[config.mk]
export PLATFORM = sky130hd
export DESIGN_NAME = memory_stage
export DESIGN_NICKNAME = d
export VERILOG_FILES = /design/src/rtl/memory_stage.sv
export SDC_FILE = /design/constraint.sdc
export NUM_CORES = 1
export LEC_CHECK = 0
export ABC_AREA = 1
export CORE_MARGIN = 10
export CORE_UTILIZATION = 37
export CTS_CLUSTER_SIZE = 12
export DETAILED_ROUTE_END_ITERATION = 16
export MAX_ROUTING_LAYER = met4
export PLACE_DENSITY = 0.76
export REMOVE_ABC_BUFFERS = 1
export SETUP_SLACK_MARGIN = 0.4
export SLEW_MARGIN = 20
export SYNTH_ARGS = -nofsm -noshare
export SYNTH_HDL_FRONTEND = slang
export SYNTH_SLANG_ARGS = --single-unit
[constraint.sdc]
create_clock -name clk -period 1.1 [get_ports clk]
set_input_delay 0.33 -clock clk [delete_from_list [all_inputs] [get_ports clk]]
set_output_delay 0.33 -clock clk [all_outputs]
set_load 0.005 [all_outputs]
[src/rtl/memory_stage.sv]
// Memory stage: passes ALU results straight to writeback and runs load/store accesses through an IDLE/ACCESS handshake.
// Build option MEM_SUBWORD_EN enables byte/halfword accesses; without it every access is a full aligned word.
module memory_stage (
  input  logic        clk,
  input  logic        rst,
  input  logic        ValidIn,
  input  logic        MemReadIn,
  input  logic        MemWriteIn,
  input  logic        MemToRegIn,
  input  logic        BranchIn,
  input  logic [31:0] ALUResultIn,
  input  logic [31:0] StoreDataIn,
  input  logic [4:0]  RdIn,
  input  logic [2:0]  Funct3In,
  output logic        DmemReq,
  output logic        DmemWe,
  output logic [31:0] DmemAddr,
  output logic [31:0] DmemWData,
  output logic [3:0]  DmemByteEn,
  input  logic        DmemAck,
  input  logic [31:0] DmemRData,
  output logic        ValidOut,
  output logic        MemToRegOut,
  output logic        BranchOut,
  output logic [31:0] ALUResultOut,
  output logic [31:0] MemDataOut,
  output logic [4:0]  RdOut,
  output logic        StallOut
);

  typedef enum logic {IDLE, ACCESS} state_t;

  state_t      state;
  logic        lat_we;
  logic        lat_m2r;
  logic        lat_br;
  logic [31:0] lat_alu;
  logic [31:0] lat_addr;
  logic [31:0] lat_wdata;
  logic [3:0]  lat_be;
  logic [4:0]  lat_rd;

  logic        mem_op;
  logic [31:0] addr_fmt;
  logic [31:0] wdata_fmt;
  logic [3:0]  be_fmt;
  logic [31:0] load_data;

  assign mem_op = ValidIn && (MemReadIn || MemWriteIn);

`ifdef MEM_SUBWORD_EN
  logic [2:0] lat_f3;
  logic       is_byte;
  logic       is_half;
  logic [7:0] load_byte;
  logic [15:0] load_half;

  // Codes 100/101 only mean byte/half for loads; for stores they fall back to word.
  always_comb begin
    is_byte   = (Funct3In == 3'b000) || (!MemWriteIn && (Funct3In == 3'b100));
    is_half   = (Funct3In == 3'b001) || (!MemWriteIn && (Funct3In == 3'b101));
    addr_fmt  = {ALUResultIn[31:2], 2'b00};
    wdata_fmt = StoreDataIn;
    be_fmt    = 4'b1111;
    if (is_byte) begin
      addr_fmt = ALUResultIn;
      if (MemWriteIn) begin
        wdata_fmt = {4{StoreDataIn[7:0]}};
        be_fmt    = 4'b0001 << ALUResultIn[1:0];
      end
    end else if (is_half) begin
      addr_fmt = ALUResultIn;
      if (MemWriteIn) begin
        wdata_fmt = {2{StoreDataIn[15:0]}};
        be_fmt    = ALUResultIn[1] ? 4'b1100 : 4'b0011;
      end
    end
  end

  always_comb begin
    case (lat_addr[1:0])
      2'b01:   load_byte = DmemRData[15:8];
      2'b10:   load_byte = DmemRData[23:16];
      2'b11:   load_byte = DmemRData[31:24];
      default: load_byte = DmemRData[7:0];
    endcase
    load_half = lat_addr[1] ? DmemRData[31:16] : DmemRData[15:0];
    case (lat_f3)
      3'b000:  load_data = {{24{load_byte[7]}}, load_byte};
      3'b100:  load_data = {24'd0, load_byte};
      3'b001:  load_data = {{16{load_half[15]}}, load_half};
      3'b101:  load_data = {16'd0, load_half};
      default: load_data = DmemRData;
    endcase
  end
`else
  logic unused_f3;

  assign unused_f3 = ^Funct3In;
  assign addr_fmt  = {ALUResultIn[31:2], 2'b00};
  assign wdata_fmt = StoreDataIn;
  assign be_fmt    = 4'b1111;
  assign load_data = DmemRData;
`endif

  always_ff @(posedge clk) begin
    if (rst) begin
      state        <= IDLE;
      lat_we       <= 1'b0;
      lat_m2r      <= 1'b0;
      lat_br       <= 1'b0;
      lat_alu      <= 32'd0;
      lat_addr     <= 32'd0;
      lat_wdata    <= 32'd0;
      lat_be       <= 4'd0;
      lat_rd       <= 5'd0;
      ValidOut     <= 1'b0;
      MemToRegOut  <= 1'b0;
      BranchOut    <= 1'b0;
      ALUResultOut <= 32'd0;
      MemDataOut   <= 32'd0;
      RdOut        <= 5'd0;
`ifdef MEM_SUBWORD_EN
      lat_f3       <= 3'd0;
`endif
    end else begin
      // Writeback sees a clean bubble unless a result is registered this cycle.
      ValidOut     <= 1'b0;
      MemToRegOut  <= 1'b0;
      BranchOut    <= 1'b0;
      ALUResultOut <= 32'd0;
      MemDataOut   <= 32'd0;
      RdOut        <= 5'd0;
      case (state)
        IDLE: begin
          if (mem_op) begin
            lat_we    <= MemWriteIn;
            lat_m2r   <= MemToRegIn;
            lat_br    <= BranchIn;
            lat_alu   <= ALUResultIn;
            lat_addr  <= addr_fmt;
            lat_wdata <= wdata_fmt;
            lat_be    <= be_fmt;
            lat_rd    <= RdIn;
`ifdef MEM_SUBWORD_EN
            lat_f3    <= Funct3In;
`endif
            state     <= ACCESS;
          end else if (ValidIn) begin
            ValidOut     <= 1'b1;
            MemToRegOut  <= MemToRegIn;
            BranchOut    <= BranchIn;
            ALUResultOut <= ALUResultIn;
            RdOut        <= RdIn;
          end
        end
        ACCESS: begin
          if (DmemAck) begin
            ValidOut     <= 1'b1;
            MemToRegOut  <= lat_m2r;
            BranchOut    <= lat_br;
            ALUResultOut <= lat_alu;
            MemDataOut   <= lat_we ? 32'd0 : load_data;
            RdOut        <= lat_we ? 5'd0 : lat_rd;
            state        <= IDLE;
          end
        end
        default: state <= IDLE;
      endcase
    end
  end

  assign DmemReq    = (state == ACCESS);
  assign DmemWe     = (state == ACCESS) && lat_we;
  assign DmemAddr   = lat_addr;
  assign DmemWData  = lat_wdata;
  assign DmemByteEn = lat_be;
  assign StallOut   = (state == IDLE) ? mem_op : !DmemAck;

endmodule
# Word-level counts from Yosys, hierarchy flattened
# Index checks and enable logic that the tools add are counted.
[op_classes]
reduce_logical = 6
bitwise_logic = 2
muxes = 25
[ops]
columns = ["op", "n"]
rows = [
  ["$mux 32", 3],
  ["$pmux 32 s2", 1],
  ["$mux 5", 4],
  ["$mux 1", 12],
  ["$pmux 5 s2", 1],
  ["$pmux 1 s2", 4],
  ["$reduce_or 4->1", 1],
  ["$logic_and 1x1->1", 2],
  ["$not 1->1", 2],
  ["$reduce_and 2->1", 1],
  ["$logic_not 1->1", 1],
  ["$logic_or 1x1->1", 1],
]
[totals]
register_bits = 176
in_bits = 112
output_inout_bits = 143

# Depth between registers and ports, before layout
# Gate-level depths: netlist (run 1).
[logic_depth]
word_depth = 4
ltp_mapped = 7
depth_no_buf = 6

# Worst setup path before layout (run 1)
# No wires, ideal clock.
[synth_path]
path_kind = "input port to flip-flop"
startpoint = "input MemWriteIn"
endpoint = "register lat_wdata[0], in the netlist DmemWData[0]"
path_slack_ns = -0.052
cell_stages = 6
n_path_buf = 2
arrival_time_ns = 1.039
required_time_ns = 0.987
setup_ns = 0.113
cell_sequence = "nor2_1 -> nor2_4 -> buf_4 -> buf_4 -> nor2_1 -> nor2_1"
[synth_between]
elab_chain_cells = 3
[synth_lines]
columns = ["item", "line", "rtl"]
rows = [
  ["from (decl)", "8", "input logic MemWriteIn,"],
  ["$logic_or 1x1->1", "49", "assign mem_op = ValidIn && (MemReadIn || MemWriteIn);"],
  ["$logic_and 1x1->1", "49", ""],
  ["$reduce_and 2->1 (no line)", "--", ""],
  ["to (signal assigned)", "142", "lat_wdata <= wdata_fmt;"],
  ["to (decl)", "39", "logic [31:0] lat_wdata;"],
]
# No other way between the ends.
# A chain may end at the register's enable or synchronous reset.

# Worst setup path after layout (run 1)
[layout_path]
startpoint = "register state, in the netlist DmemReq"
endpoint = "output StallOut"
[layout_between]
elab_chain_cells = 1
[layout_lines]
columns = ["item", "line", "rtl"]
rows = [
  ["from (decl)", "33", "state_t state;"],
  ["from (signal assigned)", "108", "state <= IDLE;"],
  ["from (signal assigned)", "148", "state <= ACCESS;"],
  ["from (signal assigned)", "165", "state <= IDLE;"],
  ["$mux 1", "178", "assign StallOut = (state == IDLE) ? mem_op : !DmemAck;"],
  ["to (decl)", "28", "output logic StallOut"],
]
# No other way between the ends.

==> metrics.txt, run 1 <==
Mapped Area 5399 µm²; DP Wirelength 12010 µm; Synth Instances 738; Crit. End Element output port; grt total ovfl 0; cell area power density 1443 nW/µm²; Hold WC Path Type input port to flip-flop; failing checks negative setup slack; Remaining DRCs 0; total track usage 16.64%; root buffer cell clkbuf_16; port buffer count 249; Critical Path RT 0.77 ns; crit path kind flip-flop to output port; Seq/Total Area, Yosys 54.14%; largest net degree at the start of global routing 69; fillcell total 1189; Final min period 1.514 ns; worst-path fanout max 3; DRT iter0 DRCs 188; Arrival @ worst endpoint 1.18 ns; Avg Inst Size Synth 7.316 µm²; WHS Path Cells 3; CP bufs+invs 2; CTS tree built; worst vdd ir 0.9359 mV; drt pass-1 iters 5; # IOs 255; final hold violation count 0; fmax 660.6 MHz; Routed WL 19950 µm; fin crit share 137.6%; Clock Sinks 146; CP startpoint kind flip-flop; run status finished with violations; DP Worst Slack -0.8596 ns; final setup fails 254; Routed WL per cell 16.27 µm; post-DR vias/cell 4.363; maximum clock path buffer count 2; CTS clk-pin slew, worst paths 0.06 ns; number of global-route vias before repair 5011; RSZ-0062 raised after global routing yes; total CTS buffers 17; clk_skew 0.005575 ns; post-synth cell types 16; Die Area 19820 µm²; crit path cell chain inv_2 > or2_4 > nand2_2 > buf_6; DP Area 8179 µm²; layout cells sized above 1 42.50%; Critical Path Slowest Stage Cell dfxtp_2; Lkg Pwr 0.004927 µW; routability congestion estimate 0.7479; depth of the worst register-to-register path 8; MaxCap Viol Count 0; remaining antenna violation count 0; design area 9706 µm²; Slowest Stage Delay on Critical Path 0.35 ns; via count 5349; Die Width 140.8 µm; clk_lat worst skew 0.42 ns; die height 140.8 µm; first-pass GRT wire length 25790 µm; initial antenna violation count 2; H-tree Lvls 4; nets 1139; Layout Area Growth over Synthesis 79.77%; Yosys reg bits 146; CP Depth 4; core area 14420 µm²; setup ws final -0.4138 ns; Starting Density 37.43%; Max Slew Vio Count 0; row cnt 44; Ys Warns 0; top cell family by delay on the critical path flip-flops
-- layout by cell type (no fill, tap or decap), types with 5 or more instances in the layout --
master / synthesis / layout
buf_4: 43 / 51
nand2_2: 0 / 52
nand2_1: 189 / 120
inv_6: 0 / 5
clkbuf_16: 0 / 30
o21ai_1: 12 / 22
buf_2: 13 / 53
dfxtp_1: 146 / 59
nor2_2: 0 / 15
nand2_4: 0 / 17
dfxtp_2: 0 / 86
nor2_1: 178 / 161
o21ai_0: 27 / 17
buf_12: 0 / 12
inv_1: 107 / 107
buf_6: 0 / 93
clkdlybuf4s50_1: 0 / 104
-- logic make-up (layout without fill, tap and decap cells) --
family,Yosys count,in the layout,synth area share [%]
flip-flops,146,146,54.14
buffers and inverters,178,479,15.67
other,1,4,0.06946
AO/OA/AOI/OAI,41,41,3.801
AND/OR/NAND/NOR,372,372,26.33
-- where the power goes --
part,internal (µW),leakage [µW],total (µW),switching [µW]
Clock,3190,0.000279,5660,2470
Sequential,5620,0.00123,5790,178
Combinational,1500,0.00342,2550,1050
Total,10300,0.00493,14000,3700
-- layout make-up --
class | instances | area [µm²] | share of cell area (%)
timing repair buffer | 336 | 3476 | 35.81
sequential | 146 | 3034 | 31.26
multi-input combinational | 415 | 1967 | 20.27
clock buffer | 17 | 425.4 | 4.383
inverter | 111 | 416.7 | 4.293
tap | 184 | 230.2 | 2.372
clock inverter | 15 | 151.4 | 1.560
antenna | 2 | 5.005 | 0.05157
-- cells in the mapped netlist --
| master | number | area share [%] |
|---|---|---|
| nor2_1 | 178 | 12 |
| o21ai_1 | 12 | 1.1 |
| buf_4 | 43 | 6.0 |
| or2_2 | 1 | 0.12 |
| nand3_2 | 1 | 0.19 |
| buf_2 | 13 | 1.2 |
| clkbuf_1 | 11 | 0.76 |
| inv_1 | 107 | 7.4 |
| nand3_1 | 1 | 0.093 |
| nand2_1 | 189 | 13 |
| inv_2 | 4 | 0.28 |
| dfxtp_1 | 146 | 54 |
| o21ai_0 | 27 | 2.5 |
| nor2_4 | 2 | 0.42 |
| conb_1 | 1 | 0.069 |
| a21oi_1 | 2 | 0.19 |
-- timing repair --
item	CTS	global route
cloned	1	21
hold buffers	0	0
setup buffers	8	5
setup endpoints to repair	287	287
gates resized for setup	704	183
pin swaps	3	28
-- layer usage --
| metal | up-vias | part of all wire (%) | global-route usage, % |
|---|---|---|---|
| met5 | - | 0 | - |
| met4 | 0 | 2.2 | 5.707 |
| met3 | 37 | 7.3 | 5.744 |
| met2 | 190 | 53 | 28.18 |
| met1 | 2428 | 38 | 17.80 |
| li1 | 2694 | - | - |
-- stage by stage --
step           setup TNS, ns  utilization (%)  cells  total power, µW  hold WS, ns
6_report              -42.50            67.29   1226            14010       0.2670
5_1_grt               -55.15            67.29   1226            14600       0.2716
4_1_cts               -46.77            59.82   1198            13530       0.4082
3_5_place_dp          -95.65            56.71   1157             7775       0.4452
3_3_place_gp          -92.86            56.71   1157             7734       0.4373
2_1_floorplan        -146.98                -    672             6468       0.3991
-- sequential cells by signal, indices dropped and copies added (netlist names) --
name          flops
ALUResultOut     32
DmemWData        32
MemDataOut       32
lat_alu          32
RdOut             5
lat_rd            5
BranchOut         1
DmemByteEn        1
DmemReq           1
MemToRegOut       1
ValidOut          1
lat_br            1
lat_m2r           1
lat_we            1
-- tightest hold or removal path, cell delays in order --
cell            delay (ns)
dlymetal6s2s_1        0.12
or2_4                 0.14
a21oi_1               0.06
-- worst paths after layout --
kind               from               to  slack (ns)
max reg2reg     DmemReq  ALUResultOut[2]       -0.36
min reg2reg  lat_alu[0]  ALUResultOut[0]        0.45
min             DmemAck          DmemReq        0.27
max             DmemReq         StallOut       -0.41
Note: power is estimated with default switching activity, not from simulation.
==> run 2: changes to the inputs <==
--- a/config.mk
+++ b/config.mk
@@ -14,7 +14,7 @@
 export PLACE_DENSITY = 0.76
 export REMOVE_ABC_BUFFERS = 1
 export SETUP_SLACK_MARGIN = 0.4
-export SLEW_MARGIN = 20
+export SLEW_MARGIN = 40
 export SYNTH_ARGS = -nofsm -noshare
 export SYNTH_HDL_FRONTEND = slang
 export SYNTH_SLANG_ARGS = --single-unit
==> results of run 2 <==
Final layout, timing and power as in run 1 (identical DEF).
==> run 3: changes to the inputs <==
--- a/config.mk
+++ b/config.mk
@@ -6,6 +6,7 @@
 export NUM_CORES = 1
 export LEC_CHECK = 0
 export ABC_AREA = 1
+export ABC_CLOCK_PERIOD_IN_PS = 1100
 export CORE_MARGIN = 10
 export CORE_UTILIZATION = 37
 export CTS_CLUSTER_SIZE = 12
==> constraint.sdc (replaced) <==
create_clock -name clk -period 1.1 [get_ports clk]
set_input_delay 0.33 -clock clk [delete_from_list [all_inputs] [get_ports clk]]
set_output_delay 0.33 -clock clk [all_outputs]
set_load 0.01 [all_outputs]
==> run 3 against run 2 <==
The flow still finishes with violations (negative setup slack). Combinational power is 13% lower. Critical path depth stayed put. Sequential share of layout area is 2.0 points higher. Global-route usage is 0.21 points lower. Final area is 5.4% lower. Setup slack worse by 0.029 ns. Power is 0.76% lower. Maximum frequency is 1.9% lower. Via count is 4.5% lower. Register-to-register slack better by 0.09 ns. Clock power is 4.1% higher. Wire length is 15% lower. Critical path type unchanged. Critical endpoint unchanged. Highest routed layer unchanged.
==> metrics.txt, run 3 (same netlist as run 1, synthesis figures left out) <==
RSZ-0062 raised after global routing yes; CP Depth 4 (unchanged); post-DR vias/cell 4.224 (-3.2%); Die Width 140.8 µm (unchanged); DP Worst Slack -0.8901 ns (-0.03045 ns); Final min period 1.543 ns (+0.02889 ns); most common cell after layout, fill and taps aside nand2_1; Arrival @ worst endpoint 1.21 ns (+0.03 ns); largest net degree at the start of global routing 58 (-16%); routability congestion estimate 0.7420 (-0.79%); Routed WL per cell 13.95 µm (-14%); Remaining DRCs 0 (unchanged); total track usage 16.43% (-0.21 points); Tot Pwr 13900 µW (-0.76%); initial antenna violation count 0 (-2); clk_skew 0.01212 ns (+0.006547 ns); crit path kind flip-flop to output port; core area 14420 µm² (unchanged); grt met2 use 27.32% (-0.86 points); grt met3 use 6.617% (+0.87 points); DP Wirelength 12140 µm (+1.1%); # IOs 255 (unchanged); most frequent cells in the layout 187 x nand2_1, 154 x nor2_1, 108 x buf_6; maximum clock path buffer count 2 (unchanged); DRT iter0 DRCs 175 (-6.9%); Die Area 19820 µm² (unchanged); worst-path fanout max 3 (unchanged); depth of the worst register-to-register path 9 (+1); die height 140.8 µm (unchanged); fin crit share 140.2% (+2.6 points); CTS tree built; Crit. End Element output port; grt total ovfl 0 (unchanged); Slowest Stage Delay on Critical Path 0.36 ns (about the same); CP bufs+invs 2 (unchanged); number of hold buffers added after cts 0 (unchanged); first-pass GRT wire length 25390 µm (-1.6%); crit path cell chain inv_2 > or2_4 > nand2_1 > buf_2; CP startpoint kind flip-flop; GRT Max-Usage Layer met2; setup ws final -0.4427 ns (-0.02889 ns); remaining antenna violation count 0 (unchanged); top cell family by delay on the critical path flip-flops; row cnt 44 (unchanged); ant diodes 0 (-2); number of global-route vias before repair 4873 (-2.8%); total CTS buffers 17 (unchanged); clk_lat worst skew 0.42 ns (about the same); root buffer cell clkbuf_16; GRT met1 Usage 17.12% (-0.68 points); port buffer count 249 (unchanged); Max Slew Vio Count 0 (unchanged); failing checks negative setup slack; drt pass-1 iters 6 (+1); run status finished with violations; worst vdd ir 0.9654 mV (+3.2%); Critical Path RT 0.77 ns (about the same); Routed WL 16870 µm (-15%); WHS Path Cells 3 (unchanged); final hold violation count 0 (unchanged); Clock Sinks 146 (unchanged); MaxCap Viol Count 0 (unchanged); Layout Area Growth over Synthesis 70.06%; cell area power density 1514 nW/µm² (+4.9%); Critical Path Slowest Stage Cell dfxtp_4; final setup fails 285 (+12%); nets 1124 (-1.3%); CTS clk-pin slew, worst paths 0.07 ns (about the same); H-tree Lvls 4 (unchanged); Hold WC Path Type input port to flip-flop; fmax 648.2 MHz (-1.9%); Starting Density 37.43% (unchanged); Lkg Pwr 0.004608 µW (-6.5%); layout cells sized above 1 36.98% (-5.5 points); via count 5107 (-4.5%)
-- run 3: stage by stage --
step	utilization (%)	cell area, µm²	setup TNS [ns]	hold slack, ns	instances
finish	63.65	9181	-44.77	0.4198	1209
global route	63.65	9181	-62.37	0.4210	1209
floorplan	-	4974	-148.94	0.3991	672
detailed placement	57.42	8282	-104.09	0.4432	1164
CTS	62.00	8942	-43.72	0.4083	1202
global placement	57.42	8282	-102.64	0.4362	1164
-- run 3: cell type report --
class | instances | area, µm²
clock buffer | 19 | 452.9
fill | 1215 | 5243
tap | 184 | 230.2
inverter | 111 | 419.2
clock inverter | 13 | 152.6
multi-input combinational | 415 | 1724
sequential | 146 | 3050
timing repair buffer | 321 | 3152
-- run 3: final timing paths --
kind,from,slack (ns),endpoint
setup reg to reg,DmemReq,-0.27,lat_alu[20]
hold / removal,DmemRData[27],0.42,MemDataOut[27]
setup / recovery,DmemReq,-0.44,StallOut
hold reg to reg,lat_rd[4],0.46,RdOut[4]
-- run 3: worst register-to-register path: stages (launching register included) --
cell and delay [ns]:
dfxtp_4 0.35, inv_2 0.05, buf_4 0.09, nand2_1 0.09, nor2_4 0.16, buf_12 0.18
buf_12 0.17, nand2_1 0.07, nand2_1 0.06, nor2_1 0.04
-- run 3: metal layers --
| layer | wire length, µm | vias up |
|---|---|---|
| met5 | 0 | - |
| met4 | 341 | 0 |
| met3 | 1387 | 22 |
| met2 | 8360 | 155 |
| met1 | 6775 | 2279 |
| li1 | - | 2651 |
-- run 3: report_power, final --
part	switching [µW]	internal (µW)	total, µW
sequential	173	5620	5790
combinational	933	1280	2220
clock	2390	3500	5890
total	3490	10400	13900
-- run 3: repair_timing --
action                                  CTS  global route
endpoints found under the setup margin  287           287
gates resized for setup                 766            53
cloned                                    0             2
setup buffers                             6             5
pin swaps                                 2             1
